File: config.mk
export PLATFORM = sky130hd
export DESIGN_NAME = audio_pdm_out
export DESIGN_NICKNAME = d
export VERILOG_FILES = /design/src/rtl/audio_pdm_out.sv
export SDC_FILE = /design/constraint.sdc
export NUM_CORES = 1
export LEC_CHECK = 0
export CAP_MARGIN = 20
export CORE_UTILIZATION = 37
export CTS_BUF_LIST = sky130_fd_sc_hd__clkbuf_2
export DETAILED_ROUTE_END_ITERATION = 8
export PLACE_DENSITY = 0.58
export SLEW_MARGIN = 40
export SYNTH_ARGS = -nofsm -noshare
export SYNTH_HDL_FRONTEND = slang
export SYNTH_SLANG_ARGS = --single-unit
File: constraint.sdc
create_clock -name clk -period 2.6 [get_ports clk]
set_input_delay 0.26 -clock clk [delete_from_list [all_inputs] [get_ports clk]]
set_output_delay 0.26 -clock clk [all_outputs]
set_load 0.1 [all_outputs]
File: src/rtl/audio_pdm_out.sv
// Audio output stage: one-entry sample hold, sample-rate tick divider and first-order sigma-delta PDM.
// A sample reaches pdm_out 2 cycles after its tick; sample_ready drops while the hold register is full.
module audio_pdm_out #(
  parameter int BITDEPTH      = 14,
  parameter int CLKDIV        = 1024,
  parameter int UNDERRUN_BITS = 8
) (
  input  logic                     clk,
  input  logic                     rst,
  input  logic                     enable,
  input  logic [BITDEPTH-1:0]      sample_in,
  input  logic                     sample_valid,
  output logic                     sample_ready,
  output logic                     sample_tick,
  input  logic                     underrun_clr,
  output logic [UNDERRUN_BITS-1:0] underrun_count,
  output logic                     pdm_out
);

  localparam int                     DIVW     = $clog2(CLKDIV);
  localparam logic [DIVW-1:0]        DIV_LAST = DIVW'(CLKDIV - 1);
  localparam logic [BITDEPTH-1:0]    MIDSCALE = {1'b1, {(BITDEPTH-1){1'b0}}};
  localparam logic [UNDERRUN_BITS-1:0] UND_MAX = '1;

  logic [DIVW-1:0]     div;
  logic [BITDEPTH-1:0] hold;
  logic                hold_full;
  logic [BITDEPTH-1:0] current;
  logic [BITDEPTH-1:0] acc;
  logic [BITDEPTH:0]   sum;
  logic                accept;
  logic                underrun;

  assign sample_ready = !hold_full;
  assign sample_tick  = enable && (div == DIV_LAST);
  assign accept       = sample_valid && sample_ready;
  assign underrun     = sample_tick && !hold_full && !sample_valid;
  assign sum          = {1'b0, acc} + {1'b0, current};

  always_ff @(posedge clk or posedge rst) begin
    if (rst) begin
      div <= '0;
    end else if (!enable || sample_tick) begin
      div <= '0;
    end else begin
      div <= div + DIVW'(1);
    end
  end

  // On a tick the hold drains first; an empty hold lets a same-cycle sample bypass straight to current.
  always_ff @(posedge clk or posedge rst) begin
    if (rst) begin
      hold      <= '0;
      hold_full <= 1'b0;
      current   <= MIDSCALE;
    end else if (sample_tick) begin
      if (hold_full) begin
        current   <= hold;
        hold_full <= 1'b0;
      end else if (sample_valid) begin
        current <= sample_in;
      end
    end else if (accept) begin
      hold      <= sample_in;
      hold_full <= 1'b1;
    end
  end

  always_ff @(posedge clk or posedge rst) begin
    if (rst) begin
      underrun_count <= '0;
    end else if (underrun_clr) begin
      underrun_count <= '0;
    end else if (underrun && (underrun_count != UND_MAX)) begin
      underrun_count <= underrun_count + UNDERRUN_BITS'(1);
    end
  end

  always_ff @(posedge clk or posedge rst) begin
    if (rst) begin
      acc     <= '0;
      pdm_out <= 1'b0;
    end else if (enable) begin
      acc     <= sum[BITDEPTH-1:0];
      pdm_out <= sum[BITDEPTH];
    end else begin
      acc     <= '0;
      pdm_out <= 1'b0;
    end
  end

endmodule

==> out/metrics.cfg <==
[clock_network]
post_cts_buffers = 0
cts_root_buf = clkbuf_2
clkTransAtPathRegs_ps = 200
clock_latency_ps = 500
cts_max_level = 3
hold_buffers = 0
numCtsBuffers = 9
cts_buffer_depth = 2
post_cts_resized = 0
cts_tree = built
cts.sinks = 62

[timing]
hold_violations = 0
clock.fmax_ghz = 0.4443
slew_headroom_pct = 48.73
layout_min_cycle_time_ps = 2251
tightest_slew_ps = 768.2
final_max_slew_viol_count = 0
timing.final.crit_share_pct = 86.57
setup_viol = 0
grt_setup_unrepaired = false
finClkSkew_ps = 23.72
whs_ps = 103.5

[global_route]
grt.overflow.total = 0
grt_usage_pct = 15.98
grt_pass1_vias = 2260
grt_pass1_wl_um = 10940
antenna_found_initial = 0
grt_max_degree = 63

[synth]
syn_inst = 309
ys_async_sr_fraction_pct = 100.0
ys_warn_count = 0
syn_nets = 345
avgSynthCellArea_um2 = 10.38
synth_top_cell_by_area = dfrtp_1
synth.area.top_cells = dfrtp_1 (48%), ha_1 (6.2%), mux2i_1 (5.3%)
synth_seq_area_share_pct = 48.40
synth_edf_count = 0
yosysTopAreaCellShare_pct = 47.58
synth_ff_type = dfrtp_1
synth-seq-cells = 62
syn-cell-area_mm2 = 0.003208
synth.distinct_cells = 43

[floorplan]
fp.dieH_um = 95.12
die-area_mm2 = 0.009047
core_mm2 = 0.008299
io_pins = 30
die_w_um = 95.12
rows = 33
start_util_pct = 38.66

[placement]
io_buffers = 29
dpl.hpwl_um = 4349
place_congestion = 0.7813
dp.cells = 441

[finish]
mostFrequentLayoutCells = dfrtp_1 (61), nor2_1 (29), nand2_1 (26)
final_common_cell = dfrtp_1
fill_cells = 784
nets = 383
area_delta_synth_final_pct = 19.73
layout-drive-gt1-share_pct = 15.34
diodes = 0
final_cell_count_no_fill = 457

[worst_setup_path]
critPathMaxFanout = 8
cp.arrival_ps = 1990
reg2reg_to = acc[13]
slowest_stage = dfrtp_1
max_stage_delay_ps = 420
reg2reg_from = current[8]
endpoint = sample_tick
reg2reg_depth = 6
worstSetupPathType = flop to output pin
endpoint_kind = output pin
crit_chain = ha_2, nand4_1, nor4_4, buf_4, buf_12
required_ps = 2340
start_kind = flop
startpoint = div[0]
rrSetupSlack_ps = 430

[drt]
wl_per_cell_um = 13.63
vias = 2352
drtIter0Drc = 114
routed_wl_um = 6231
via_per_inst = 5.147
drc = 0
dr.pass1.iters = 4
ant_nets = 0

[run_status]
status = complete, no violations

[power]
leakage_nw = 1.864
ir_drop_mv = 0.2849
power_density_mw_per_mm2 = 557.8

[worst_hold_path]
hold_class = input port to async pin

[job]
drv_cap = 0

==> worst max-delay path, delay by kind of cell, from the launching register on <==
| kind | cells | cell delay [ps] |
|---|---|---|
| adders and majority gates | 1 | 210 |
| buffers and inverters | 2 | 420 |
| DFF | 1 | 420 |
| and+or+nand+nor | 2 | 440 |
==> through the flow <==
step           setup WS (ps)  total power [mW]  setup TNS [ps]  cell area, um2  util, %
4_1_cts                288.8             2.171               0            3841    46.28
3_3_place_gp           171.1             1.286               0            3646    43.93
5_1_grt                181.3             2.245               0            3841    46.28
6_report               349.2             2.143               0            3841    46.28
2_1_floorplan         -218.3             1.210           -4165            3231        -
3_5_place_dp           335.9             1.292               0            3660    44.10
==> routing by layer <==
metal	GRT usage, %	share of wire [%]	wire (um)
met3	3.589	2.8	172
met2	24.05	45	2822
met5	0	0	0
met4	6.439	1.4	85
met1	22.16	51	3150
==> worst min path at each step <==
stage              end  slack, ps
4_1_cts        acc[12]         80
3_3_place_gp    div[0]        470
2_1_floorplan  pdm_out        380
3_5_place_dp    div[0]        470
5_1_grt        acc[12]        110
6_report       acc[12]        100
==> area by class of cell <==
class / count / area (um2) / share of cell area [%]
Clock buffer: 9 / 45.04 / 1.173
Sequential cell: 62 / 1553 / 40.42
Timing Repair Buffer: 35 / 332.8 / 8.664
Multi-Input combinational cell: 231 / 1613 / 41.99
Clock inverter: 7 / 136.4 / 3.550
Inverter: 8 / 30.03 / 0.7818
Tap cell: 105 / 131.4 / 3.420
==> cells in the mapped netlist (2+ instances only) <==
cell	count
ha_1	16
clkbuf_1	7
mux2_2	14
nor3b_1	2
xnor2_1	6
or2_2	2
or2b_1	2
or3_1	2
inv_1	8
nor3_1	8
dfrtp_1	61
nand4_1	7
a21oi_1	10
and4_1	4
and3_1	6
xor2_1	7
or4_1	2
nor2_1	29
o21a_1	3
o21ai_0	25
nand2b_1	3
a211oi_1	3
a21o_1	6
and2_1	3
nand2_1	26
nor2b_1	4
nand3_1	11
mux2i_1	17
==> where the power goes <==
part / leakage (nW) / total [mW] / switching, mW / internal [mW]
Clock: 0.0995 / 0.871 / 0.365 / 0.506
Combinational: 0.944 / 0.222 / 0.113 / 0.109
Sequential: 0.821 / 1.05 / 0.0289 / 1.02
==> flip-flops by register name, indices dropped and copies added (netlist names) <==
register,count
div,10
hold_full,1
pdm_out,1
underrun_count,8
hold,14
current,14
acc,14
==> cells by family after synthesis <==
family | synth area share (%)
AOI/OAI and AO/OA | 10.92
xor gates and xnor gates | 3.549
adders and majority gates | 6.864
buffers and inverters | 1.989
DFF | 48.40
muxes | 10.22
and+or+nand+nor | 18.06
Power figures use the tool's default switching activity.
